[config.mk]
export PLATFORM = sky130hd
export DESIGN_NAME = rst_sync_seq
export DESIGN_NICKNAME = d
export VERILOG_FILES = /design/src/rtl/rst_sync_seq_pkg.sv /design/src/rtl/rst_sync_seq_sync_cell.sv /design/src/rtl/rst_sync_seq.sv
export SDC_FILE = /design/constraint.sdc
export NUM_CORES = 1
export LEC_CHECK = 0
export ABC_AREA = 1
export CORE_MARGIN = 2
export CORE_UTILIZATION = 45
export CTS_CLUSTER_DIAMETER = 120
export DETAILED_ROUTE_END_ITERATION = 16
export HOLD_SLACK_MARGIN = 0.05
export PLACE_DENSITY = 0.73
export SLEW_MARGIN = 5
export SYNTH_ARGS = -nofsm -noshare
export SYNTH_HDL_FRONTEND = slang
export SYNTH_SLANG_ARGS = --single-unit
export TNS_END_PERCENT = 30
[constraint.sdc]
create_clock -name clk_i -period 1.4 [get_ports clk_i]
set_input_delay 0.35 -clock clk_i [delete_from_list [all_inputs] [get_ports clk_i]]
set_output_delay 0.35 -clock clk_i [all_outputs]
set_load 0.01 [all_outputs]
[src/rtl/rst_sync_seq_pkg.sv]
// -----------------------------------------------------------------------------
// rst_sync_seq_pkg
//   Shared definitions for the staged reset sequencer:
//     - state_t     : sequencer FSM encoding (3 bits, also exported for debug)
//     - SW_CNT_W    : width of the accepted software-reset counter
//     - SW_CNT_MAX  : saturation value of that counter
//     - max3()      : largest of three integers (counter sizing)
//     - cnt_width() : bits needed to count 0..max_val-1 (never below 1)
// -----------------------------------------------------------------------------
package rst_sync_seq_pkg;

  localparam int SW_CNT_W = 8;
  localparam logic [SW_CNT_W-1:0] SW_CNT_MAX = 8'd255;

  typedef enum logic [2:0] {
    ST_RST   = 3'd0,  // waiting for the synchronized release of rst_n_i
    ST_HOLD  = 3'd1,  // all outputs asserted, counting the hold period
    ST_REL   = 3'd2,  // releasing stages one by one
    ST_RUN   = 3'd3,  // all stages released, ready
    ST_SWRST = 3'd4   // software-requested reset in progress
  } state_t;

  function automatic int max3(input int a, input int b, input int c);
    int m;
    m = a;
    if (b > m) m = b;
    if (c > m) m = c;
    return m;
  endfunction

  // Counters only ever hold values 0..max_val-1.
  function automatic int cnt_width(input int max_val);
    return (max_val < 2) ? 1 : $clog2(max_val);
  endfunction

endpackage

[src/rtl/rst_sync_seq_sync_cell.sv]
// -----------------------------------------------------------------------------
// rst_sync_cell
//   Reset-deassertion synchronizer. A chain of NR_SYNC flops, asynchronously
//   cleared by rst_n and shifting in a constant 1. The output rises NR_SYNC
//   clock edges after rst_n is released, which gives any metastable first
//   stage a full cycle to settle. This is the only logic that observes the raw
//   deassertion of the board reset.
// Ports:
//   clk     in   1  system clock
//   rst_n   in   1  raw asynchronous active-low reset
//   sync_o  out  1  synchronized release, 1 once rst_n has been high NR_SYNC edges
// -----------------------------------------------------------------------------
module rst_sync_cell #(
  parameter int NR_SYNC = 2
) (
  input  logic clk,
  input  logic rst_n,
  output logic sync_o
);

  logic [NR_SYNC-1:0] chain_q;

  always_ff @(posedge clk or negedge rst_n) begin
    if (!rst_n) begin
      chain_q <= '0;
    end else begin
      chain_q <= {chain_q[NR_SYNC-2:0], 1'b1};
    end
  end

  assign sync_o = chain_q[NR_SYNC-1];

endmodule

[src/rtl/rst_sync_seq.sv]
// -----------------------------------------------------------------------------
// rst_sync_seq
//   Staged reset sequencer for the intersection controller. Takes the raw
//   clock and asynchronous active-low reset and produces NR_STAGES reset
//   outputs that assert asynchronously and release synchronously, bit 0 first
//   (timers), then the FSM, then the light drivers, STAGE_GAP cycles apart.
//   A software reset request taken in ST_RUN re-asserts every output for
//   SW_RST_CYCLES cycles and then replays the hold/release sequence without
//   re-running the synchronizer.
// Ports:
//   clk_i         in   1          system clock, all logic on posedge
//   rst_n_i       in   1          asynchronous active-low reset
//   sw_rst_req_i  in   1          software reset request, level sampled on posedge
//   rst_n_o       out  NR_STAGES  staged resets, active-low, bit k released k-th
//   ready_o       out  1          1 when every rst_n_o bit is released
//   sw_rst_cnt_o  out  8          accepted software resets, saturating at 255
//   state_o       out  3          current sequencer state (debug observation)
// Handshake: sw_rst_req_i is a plain level with no acknowledge; it is acted on
//   only in a cycle where the sequencer is in ST_RUN (ready_o=1 before the
//   edge). Requests in any other state are dropped, not queued or counted.
// All outputs come straight from flops; rst_n_i reaches them only through the
// asynchronous clear.
// -----------------------------------------------------------------------------
module rst_sync_seq
  import rst_sync_seq_pkg::*;
#(
  parameter int NR_SYNC       = 2,
  parameter int HOLD_CYCLES   = 4,
  parameter int NR_STAGES     = 3,
  parameter int STAGE_GAP     = 2,
  parameter int SW_RST_CYCLES = 8
) (
  input  logic                 clk_i,
  input  logic                 rst_n_i,
  input  logic                 sw_rst_req_i,
  output logic [NR_STAGES-1:0] rst_n_o,
  output logic                 ready_o,
  output logic [SW_CNT_W-1:0]  sw_rst_cnt_o,
  output logic [2:0]           state_o
);

  // One shared cycle counter serves the hold, gap and software-reset periods.
  localparam int CNT_MAX = max3(HOLD_CYCLES, STAGE_GAP * NR_STAGES, SW_RST_CYCLES);
  localparam int CNT_W   = cnt_width(CNT_MAX);
  localparam int STG_W   = cnt_width(NR_STAGES);

  localparam logic [CNT_W-1:0]    CNT_ONE   = CNT_W'(1);
  localparam logic [CNT_W-1:0]    HOLD_LAST = CNT_W'(HOLD_CYCLES - 1);
  localparam logic [CNT_W-1:0]    GAP_LAST  = CNT_W'(STAGE_GAP - 1);
  localparam logic [CNT_W-1:0]    SW_LAST   = CNT_W'(SW_RST_CYCLES - 1);
  localparam logic [STG_W-1:0]    STG_ONE   = STG_W'(1);
  localparam logic [STG_W-1:0]    STG_LAST  = STG_W'(NR_STAGES - 1);
  localparam logic [SW_CNT_W-1:0] SW_ONE    = SW_CNT_W'(1);

  logic sync;

  state_t                state_q, state_d;
  logic [CNT_W-1:0]      cnt_q, cnt_d;
  logic [STG_W-1:0]      stg_q, stg_d;    // index of the next stage to release
  logic [NR_STAGES-1:0]  rst_n_q, rst_n_d;
  logic                  ready_q, ready_d;
  logic [SW_CNT_W-1:0]   sw_cnt_q, sw_cnt_d;
  logic                  release_first;
  logic                  release_next;

  rst_sync_cell #(
    .NR_SYNC (NR_SYNC)
  ) u_sync (
    .clk    (clk_i),
    .rst_n  (rst_n_i),
    .sync_o (sync)
  );

  // ---------------------------------------------------------------------------
  // Next-state logic
  // ---------------------------------------------------------------------------
  always_comb begin
    state_d       = state_q;
    cnt_d         = cnt_q;
    stg_d         = stg_q;
    rst_n_d       = rst_n_q;
    ready_d       = ready_q;
    sw_cnt_d      = sw_cnt_q;
    release_first = 1'b0;
    release_next  = 1'b0;

    unique case (state_q)
      // The edge that first sees sync=1 already counts as hold cycle one, so
      // bit 0 rises exactly NR_SYNC+HOLD_CYCLES edges after the release.
      ST_RST: begin
        if (sync) begin
          if (HOLD_CYCLES == 1) begin
            release_first = 1'b1;
          end else begin
            state_d = ST_HOLD;
            cnt_d   = CNT_ONE;
          end
        end
      end

      ST_HOLD: begin
        if (cnt_q == HOLD_LAST) begin
          release_first = 1'b1;
        end else begin
          cnt_d = cnt_q + CNT_ONE;
        end
      end

      ST_REL: begin
        if (cnt_q == GAP_LAST) begin
          release_next = 1'b1;
        end else begin
          cnt_d = cnt_q + CNT_ONE;
        end
      end

      ST_RUN: begin
        if (sw_rst_req_i) begin
          state_d = ST_SWRST;
          cnt_d   = '0;
          rst_n_d = '0;
          ready_d = 1'b0;
          if (sw_cnt_q != SW_CNT_MAX) begin
            sw_cnt_d = sw_cnt_q + SW_ONE;
          end
        end
      end

      // Leaving at the SW_RST_CYCLES-th edge with cnt=0 means the hold period
      // that follows is a full HOLD_CYCLES edges (no synchronizer edge to fold in).
      ST_SWRST: begin
        if (cnt_q == SW_LAST) begin
          state_d = ST_HOLD;
          cnt_d   = '0;
        end else begin
          cnt_d = cnt_q + CNT_ONE;
        end
      end

      default: begin
        state_d = ST_RST;
      end
    endcase

    if (release_first) begin
      rst_n_d    = '0;
      rst_n_d[0] = 1'b1;
      cnt_d      = '0;
      stg_d      = STG_ONE;
      if (NR_STAGES == 1) begin
        state_d = ST_RUN;
        ready_d = 1'b1;
      end else begin
        state_d = ST_REL;
      end
    end

    // Shifting a 1 in from bit 0 keeps the vector thermometer-coded.
    if (release_next) begin
      for (int i = NR_STAGES - 1; i > 0; i--) begin
        rst_n_d[i] = rst_n_q[i-1];
      end
      rst_n_d[0] = 1'b1;
      cnt_d      = '0;
      if (stg_q == STG_LAST) begin
        state_d = ST_RUN;
        ready_d = 1'b1;
      end else begin
        stg_d = stg_q + STG_ONE;
      end
    end
  end

  // ---------------------------------------------------------------------------
  // State and output registers
  // ---------------------------------------------------------------------------
  always_ff @(posedge clk_i or negedge rst_n_i) begin
    if (!rst_n_i) begin
      state_q  <= ST_RST;
      cnt_q    <= '0;
      stg_q    <= '0;
      rst_n_q  <= '0;
      ready_q  <= 1'b0;
      sw_cnt_q <= '0;
    end else begin
      state_q  <= state_d;
      cnt_q    <= cnt_d;
      stg_q    <= stg_d;
      rst_n_q  <= rst_n_d;
      ready_q  <= ready_d;
      sw_cnt_q <= sw_cnt_d;
    end
  end

  assign rst_n_o      = rst_n_q;
  assign ready_o      = ready_q;
  assign sw_rst_cnt_o = sw_cnt_q;
  assign state_o      = state_q;

endmodule

After elaboration in Yosys (flattened, before gate mapping)

Cells that the tools add are included.

Register bits: 22
Bits of input ports: 3
Output and inout bits: 15
Word-level logic and storage cells: 60

Add/sub/neg operators: 3
Equal/unequal tests: 13
Muxes and demuxes: 29
Reduce and logical (&&, ||, !) cells: 8

Operators by type and width:

| kind                                                | count |
|---|---|
| 2-to-1 mux 3 bit                                    | 16 |
| one-hot mux 3 bit (5 select lines)                  | 1 |
| != test 4 bit, second input constant                | 3 |
| one-hot mux 3 bit (4 select lines)                  | 1 |
| equality test 3 x 2 -> 1 bit, second input constant | 3 |
| adder 8 x 1 -> 8 bit, second input constant         | 1 |
| 2-to-1 mux 1 bit                                    | 8 |
| != test 8 bit, second input constant                | 1 |
| nonzero test 7 bit                                  | 1 |
| equality test 3 x 1 -> 1 bit, second input constant | 2 |
| equality test 3 bit, second input constant          | 2 |
| 2-to-1 mux 2 bit                                    | 3 |
| nonzero test 3 bit                                  | 2 |
| AND reduction 5 bit                                 | 1 |
| != test 4 x 3 -> 1 bit, second input constant       | 1 |
| adder 3 x 1 -> 3 bit, second input constant         | 1 |
| zero test 3 bit                                     | 1 |
| AND reduction 3 bit                                 | 1 |
| adder 2 x 1 -> 2 bit, second input constant         | 1 |
| equality test 2 bit, second input constant          | 1 |
| AND reduction 2 bit                                 | 1 |
| OR reduction 2 bit                                  | 1 |

Logic depth before layout (Yosys ltp)

Gate-level depths: netlist of the first run.

Depth after elaboration: 6
Mapped depth: 9
Mapped depth without buffers: 9

Hierarchy

A second synthesis of the first run with hierarchy kept.

Cell total of the unflattened synthesis: 156
Area, all modules: 1214.9 µm²

By module, submodules not included:

| module        | instances | cells an instance | area each (µm²) | seq. area each (µm²) |
|---|---|---|---|---|
| rst_sync_seq  | 1         | 153               | 1161.1          | 500.5 |
| rst_sync_cell | 1         | 3                 | 53.8            | 50.0 |

Worst setup path before layout of the first run

No wires, ideal clock.

Path type: reg-to-reg
Start point: register cnt_q[0]
End point: register cnt_q[0]
Arrival time: 1204 ps
Data required time: 1335 ps
Slack: 131 ps
Cell stages (with the launch flop): 8
Buffers on the path: 0
Clock period less this slack: 1269 ps
Cell sequence: dfrtp_1 ha_1 ha_1 nand4_1 nand2_1 nor2_1 nand2_1 nand2_1

Cells in the longest elaborated chain, start to end: 5

RTL lines:

| element                                                                       | line                                                          | RTL |
|---|---|---|
| start, declared                                                               | rst_sync_seq.sv:58                                            | `logic [CNT_W-1:0] cnt_q, cnt_d;` |
| start signal, assigned                                                        | rst_sync_seq.sv:187                                           | `cnt_q <= cnt_d;` |
| adder 3 x 1 -> 3 bit, or another cell as far along                            | rst_sync_seq.sv:105, rst_sync_seq.sv:113, rst_sync_seq.sv:136 |  |
| 2-to-1 mux 3 bit, or another cell as far along                                | rst_sync_seq.sv:132                                           | `if (cnt_q == SW_LAST) begin` |
| one-hot mux 3 bit (5 select lines) / 2-to-1 mux 1 bit (equally long branches) | rst_sync_seq.sv:87                                            | `unique case (state_q)` |
| 2-to-1 mux 3 bit, or another cell as far along                                | rst_sync_seq.sv:145                                           | `if (release_first) begin` |
| 2-to-1 mux 3 bit / AND reduction 5 bit (equally long branches)                | -                                                             |  |

Several ways; a longest one is shown, not always the timed one. The select of a mux whose other input is x is not followed.
A chain may end at the register's enable or synchronous reset.

Worst setup path after layout of the first run

Start point: register cnt_q[2]
End point: register stg_q[0]

Cells in the longest elaborated chain, start to end: 6

RTL lines:

| element                      | line                | RTL |
|---|---|---|
| equality test 3 x 2 -> 1 bit | rst_sync_seq.sv:102 | `if (cnt_q == HOLD_LAST) begin` |
| 2-to-1 mux 1 bit             | rst_sync_seq.sv:102 |  |
| 2-to-1 mux 1 bit             | rst_sync_seq.sv:87  |  |
| 2-to-1 mux 2 bit             | rst_sync_seq.sv:145 |  |
| 2-to-1 mux 2 bit             | rst_sync_seq.sv:165 | `if (stg_q == STG_LAST) begin` |
| 2-to-1 mux 2 bit *           | rst_sync_seq.sv:159 | `if (release_next) begin` |
| net stg_d[0]                 | rst_sync_seq.sv:59  | `logic [STG_W-1:0] stg_q, stg_d;` |
| end signal, assigned         | rst_sync_seq.sv:188 | `stg_q <= stg_d;` |
| end, declared                | rst_sync_seq.sv:59  |  |

The timed path passes the listed nets; every way through them passes the cells marked *.

==> flow_metrics.tcl, run 1 <==
set metrics [dict create \
    outcome "finished, violations left" \
    violations "setup timing" \
    groute.usage.overall_pct 18.5 \
    setup_ws_ns -0.0205 \
    syn_to_final_growth_pct 44.8 \
    p_sw_uw 1390 \
    finalHoldWorstSlack_ns 0.344 \
    synth_top_cell_by_area "dfrtp_1" \
    first_global_vias 1035 \
    grt_start_max_net_pins 23 \
    finClkSkew_ns 0.0123 \
    chipWidth_um 55.7 \
    final_layout_size_suffix_gt1_share_pct 27.6 \
    clockBufferDepth 2 \
    holdCritPathClass "in2async" \
    power_frac_comb_pct 55.8 \
    finalPower_uw 3380 \
    end_kind "register" \
    top_level_ports 18 \
    viasPerCell 5.21 \
    ys_seq_area_share_pct 45.8 \
    hold_viol 0 \
    wirelength_mm 2.98 \
    synthCells 152 \
    period_needed_ns 1.42 \
    ys_types 20 \
    synth_area_leaders "dfrtp_1, nand2_1, nand3_1, inv_1, ha_1" \
    fmaxAchievable_ghz 0.704 \
    fin_crit_sh_pct 101 \
    antenna_found_initial 0 \
    routabilityCongestion 0.859 \
    portBuffers 17 \
    drc 0 \
    synth_area_sq_um 1200 \
    crit_fanout 5 \
    tns_ns -0.0205 \
    floorplan.initialDensity_pct 48.1 \
    ys.flop_type "dfrtp_1" \
    ys_warn_count 0 \
    synth_top_area_share_pct 45.8 \
    arrival_ns 1.69 \
    overflow 0 \
    fillers 199 \
    num_rows 18 \
    crit_type "reg2reg" \
    final_antenna_net_count 0 \
    yosys_register_bits 22 \
    clk_latency_ns 0.33 \
    p_seq_share_pct 29.1 \
    multi_input_area_sq_um 666 \
    p_sw_share_pct 41.2 \
    postSynthAreaPerCell_sq_um 7.91 \
    power_density_nw_per_um2 1940 \
    cts_tree "yes" \
    synthArstFlopShare_pct 100 \
    drv_slew 0 \
    internal_power_uw 1990 \
    fin_nets 205 \
    synth-edff-count 0 \
    dp_hpwl_mm 1.91 \
    wl_per_cell_um 13.2 \
    p_leak_uw 0.000902 \
    grt_pass1_wl_mm 4.42 \
    root_buffer "clkbuf_4" \
    cp.required_ns 1.67 \
    die-area_sq_um 3100 \
    setup_viol 1 \
    path_clk_slew_ns 0.14 \
    die_height_um 55.7 \
    post-place-ws_ns -0.0756 \
    synthTopCellsByCount "nand2_1, dfrtp_1, inv_1, nand3_1, nor2_1" \
    peakVddDrop_uv 1510 \
    rsz0062_at_grt "true" \
    htreeDepth 1 \
    firstDrtPassIters 4 \
    core_area_sq_um 2500 \
    rrSetupSlack_ns -0.02 \
    synth_fp_nets 160 \
    antennaDiodeCount 0 \
    cts_sinks 22 \
    vias 1177 \
    maxCapViolations 0 \
    regArea_sq_um 552 \
    synth_most_common_cell "nand2_1" \
    clkPwrFrac_pct 15.0 \
    startpoint_type "register" \
    dr.first_iter.drc_count 26 \
    cts_buffers 3 \
]
[power groups by stage]
stage,Combinational (uW),Sequential [uW],Clock [uW]
2_1_floorplan,795,1110,0
3_3_place_gp,1480,1020,0
3_5_place_dp,1510,1030,0
4_1_cts,1590,972,515
5_1_grt,2070,1010,538
6_report,1890,986,508
[path summary, 6_finish.rpt]
check | from | end | cells after the start
hold / removal | rst_n_i | u_sync.chain_q[1]$_DFF_PN0_ | 2
min in group clk_i | u_sync.chain_q[0]$_DFF_PN0_ | u_sync.chain_q[1]$_DFF_PN0_ | 0
max in group asynchronous | rst_n_i | state_o[0]$_DFF_PN0_ | 2
hold reg to reg | u_sync.chain_q[0]$_DFF_PN0_ | u_sync.chain_q[1]$_DFF_PN0_ | 0
setup reg to reg | cnt_q[2]$_DFFE_PN0P_ | stg_q[0]$_DFF_PN0_ | 5
setup / recovery | cnt_q[2]$_DFFE_PN0P_ | stg_q[0]$_DFF_PN0_ | 5
[cell families after synthesis]
| kind of cell | after synthesis | share of synthesized area [%] |
|---|---|---|
| AOI/OAI and AO/OA | 9 | 3.85 |
| xor gates and xnor gates | 6 | 4.37 |
| adders and majority gates | 5 | 5.20 |
| buffers and inverters | 22 | 7.49 |
| DFF | 22 | 45.8 |
| other | 1 | 0.312 |
| and+or+nand+nor | 87 | 33.0 |
[through the flow]
stage	util [%]	std cells	instance area, sq um
6_report	69.7	226	1740
5_1_grt	69.7	226	1740
4_1_cts	63.8	222	1600
3_5_place_dp	60.2	212	1500
3_3_place_gp	60.2	212	1500
2_1_floorplan	-	152	1200
[metal layers]
layer	global-route usage, %	vias up	part of all wire (%)
met5	0	-	0
met4	13.9	0	3.6
met3	2.79	9	6.5
met2	26.7	58	47
met1	25.0	541	43
li1	-	569	-
[cells in the final DEF (no fill, tap or decap)]
master and n:
a31oi_4 1, buf_4 21, buf_6 2, bufinv_16 1, clkbuf_4 3, clkdlybuf4s15_1 9
clkdlybuf4s50_1 2, conb_1 1, dfrtp_1 21, dfrtp_2 1, dlygate4sd2_1 6, ha_1 2
ha_2 2, ha_4 1, inv_1 16, inv_2 3, inv_6 1, inv_8 1
nand2_1 50, nand2_2 2, nand2_4 1, nand3_1 9, nand3_2 6, nand3_4 2
nand3b_1 1, nand4_1 4, nor2_1 7, nor2_2 2, nor2_4 4, o21ai_0 2
o21ai_1 6, xnor2_1 4, xor2_1 2
[worst max-delay path, cell delays in order, from the launching register on]
cell	delay (ns)
dfrtp_1	0.43
inv_1	0.14
ha_4	0.15
nand4_1	0.22
buf_4	0.24
a31oi_4	0.17
[sequential cells by signal, summed over array words and instances, names as in the netlist]
name,count
cnt_q,3
ready_o,1
rst_n_o,3
state_o,3
stg_q,2
sw_rst_cnt_o,8
u_sync.chain_q,2
[cell type report]
type                    instances  area share, %
multi-input cells             109           38.2
repair buffers                 40           19.7
clock buffers                   3           1.29
flip-flops and latches         22           31.7
clock inverters                 1           1.72
inverters                      21           5.24
well taps                      30           2.16
[repair_timing]
action                     in CTS  in global routing
cloned                          0                  1
gates resized for setup        20                 35
pin swaps                       2                  7
setup buffers                   6                  3
hold buffers                    0                  0
hold endpoints to repair        0                  0
setup endpoints to repair      17                 24
Note: power is estimated with default switching activity, not from simulation.
==> run 2, diff against run 1 <==
--- a/config.mk
+++ b/config.mk
@@ -8,10 +8,11 @@
 export ABC_AREA = 1
 export CORE_MARGIN = 2
 export CORE_UTILIZATION = 45
-export CTS_CLUSTER_DIAMETER = 120
+export CTS_CLUSTER_DIAMETER = 200
 export DETAILED_ROUTE_END_ITERATION = 16
 export HOLD_SLACK_MARGIN = 0.05
-export PLACE_DENSITY = 0.73
+export PLACE_DENSITY = 0.76
+export RECOVER_POWER = 25
 export SLEW_MARGIN = 5
 export SYNTH_ARGS = -nofsm -noshare
 export SYNTH_HDL_FRONTEND = slang
==> constraint.sdc (replaced) <==
create_clock -name clk_i -period 1.2 [get_ports clk_i]
set_input_delay 0.3 -clock clk_i [delete_from_list [all_inputs] [get_ports clk_i]]
set_output_delay 0.3 -clock clk_i [all_outputs]
set_load 0.01 [all_outputs]
==> flow_metrics.tcl, run 2 (synthesis results as in run 1) <==
set metrics [dict create \
    outcome "finished, violations left" \
    violations "setup timing" \
    die-area_sq_um 3100 \
    p_sw_uw 1660 \
    crit_type "reg2reg" \
    routabilityCongestion 0.861 \
    cp.required_ns 1.45 \
    antenna_found_initial 0 \
    p_seq_share_pct 30.3 \
    overflow 0 \
    num_rows 18 \
    dr.first_iter.drc_count 28 \
    grt_start_max_net_pins 23 \
    finalPower_uw 3830 \
    cts_sinks 22 \
    final_layout_size_suffix_gt1_share_pct 41.9 \
    period_needed_ns 1.30 \
    crit_path_start "cnt_q[0]$_DFFE_PN0P_" \
    setup_viol 19 \
    final_antenna_net_count 0 \
    portBuffers 17 \
    wl_per_cell_um 12.9 \
    hold_end "u_sync.chain_q[1]$_DFF_PN0_" \
    p_leak_uw 0.000927 \
    grt_pass1_wl_mm 4.95 \
    r2r-start "cnt_q[0]$_DFFE_PN0P_" \
    viasPerCell 5.21 \
    drc 0 \
    clkPwrFrac_pct 10.6 \
    internal_power_uw 2170 \
    path_clk_slew_ns 0.11 \
    dp_hpwl_mm 2.09 \
    mostFrequentLayoutCell "nand2_1" \
    die_height_um 55.7 \
    root_buffer "clkbuf_4" \
    antennaDiodeCount 0 \
    slew-limit-headroom_pct 63.8 \
    tightest_slew_ns 0.544 \
    hold_start "u_sync.chain_q[0]$_DFF_PN0_" \
    power_frac_comb_pct 59.0 \
    setup_ws_ns -0.0955 \
    final_cell_mix "nand2_1, buf_4, dfrtp_1" \
    clockBufferDepth 2 \
    startpoint_type "register" \
    post-place-ws_ns -0.206 \
    end_kind "register" \
    groute.usage.overall_pct 19.8 \
    hold_buffers 0 \
    peakVddDrop_uv 1470 \
    largest_register_ffs 8 \
    fillers 187 \
    crit_fanout 3 \
    finalHoldWorstSlack_ns 0.358 \
    fmaxAchievable_ghz 0.772 \
    floorplan.initialDensity_pct 48.1 \
    postLayoutCoreUtil_pct 69.9 \
    wirelength_mm 3.01 \
    maxCapViolations 0 \
    fin_crit_sh_pct 108 \
    holdCritPathClass "reg2reg" \
    htreeDepth 1 \
    fin_nets 212 \
    timing.rr.end "cnt_q[0]$_DFFE_PN0P_" \
    top_level_ports 18 \
    holdPathStages 0 \
    clk_latency_ns 0.32 \
    core_area_sq_um 2500 \
    cts_tree "yes" \
    cts_buffers 3 \
    tns_ns -0.927 \
    arrival_ns 1.55 \
    vias 1214 \
    power_density_nw_per_um2 2190 \
    firstDrtPassIters 4 \
    syn_to_final_growth_pct 45.4 \
    r2r_cells 9 \
    chipWidth_um 55.7 \
    first_global_vias 1186 \
    hold_viol 0 \
    drv_slew 0 \
    rsz0062_at_grt "true" \
    p_sw_share_pct 43.3 \
    rrSetupSlack_ns -0.1 \
    finClkSkew_ns 0.0107 \
]
-- run 2: cell types whose count changed in the layout (fill, tap and decap cells not counted), sizes merged --
| cell | change |
|---|---|
| buf | +21 |
| clkdlybuf4s15 | -9 |
| dlygate4sd2 | -6 |
| clkbuf | +2 |
| bufinv | -1 |
| clkdlybuf4s50 | -1 |
| dlygate4sd3 | +1 |
-- run 2: final cells by class --
class,instances,area [sq um],area share [%]
clock buffer,4,36.3,2.08
inverter,21,88.8,5.08
multi-input combinational,109,704,40.3
sequential,22,552,31.6
tap,30,37.5,2.15
timing repair buffer,47,329,18.8
-- run 2: power groups by stage --
stage	logic (uW)	registers, uW	clock network (uW)
2_1_floorplan	973	1320	0
3_3_place_gp	1910	1180	0
3_5_place_dp	1990	1190	0
4_1_cts	2030	1150	421
5_1_grt	2470	1190	445
6_report	2260	1160	406
-- run 2: per-layer routing --
metal / GRT usage, % / wire length (um) / part of all wire [%] / up-vias
met5: 0 / 0 / 0 / -
met4: 5.23 / 29 / 0.96 / 0
met3: 4.42 / 162 / 5.4 / 5
met2: 35.9 / 1520 / 50 / 34
met1: 23.5 / 1300 / 43 / 591
li1: - / - / - / 584
-- run 2: stage by stage --
step	cells	area, sq um
global placement	222	1630
global route	233	1750
finish	233	1750
CTS	231	1670
detailed placement	222	1630
floorplan	152	1240
-- run 2: worst max path at each step --
stage / end / cells after the start
2_1_floorplan: rst_n_o[1]$_DFFE_PN0P_ / 7
3_3_place_gp: sw_rst_cnt_o[7]$_DFFE_PN0P_ / 7
3_5_place_dp: sw_rst_cnt_o[7]$_DFFE_PN0P_ / 7
4_1_cts: cnt_q[0]$_DFFE_PN0P_ / 9
5_1_grt: cnt_q[1]$_DFFE_PN0P_ / 7
6_report: cnt_q[0]$_DFFE_PN0P_ / 9
-- run 2: timing repair --
action / in CTS / in global routing
gates cloned: 0 / 1
pin swaps: 6 / 10
setup endpoints to repair: 32 / 21
gates resized for setup: 75 / 22
setup buffers: 5 / 1
-- run 2: worst max-delay path: stages (launching register included) --
cell and delay (ns):
dfrtp_2 0.45, ha_4 0.19, ha_4 0.16, inv_2 0.05
nand3_2 0.08, nand3_2 0.09, nand2_1 0.06, nand2_1 0.06
nand2_1 0.05, nand2_1 0.05
==> run 3, diff against run 2 <==
--- a/config.mk
+++ b/config.mk
@@ -12,7 +12,7 @@
 export DETAILED_ROUTE_END_ITERATION = 16
 export HOLD_SLACK_MARGIN = 0.05
 export PLACE_DENSITY = 0.76
-export RECOVER_POWER = 25
+export RECOVER_POWER = 50
 export SLEW_MARGIN = 5
 export SYNTH_ARGS = -nofsm -noshare
 export SYNTH_HDL_FRONTEND = slang
==> results of run 3 <==
Same layout as run 2: the final DEF is identical, and so are final timing and power.
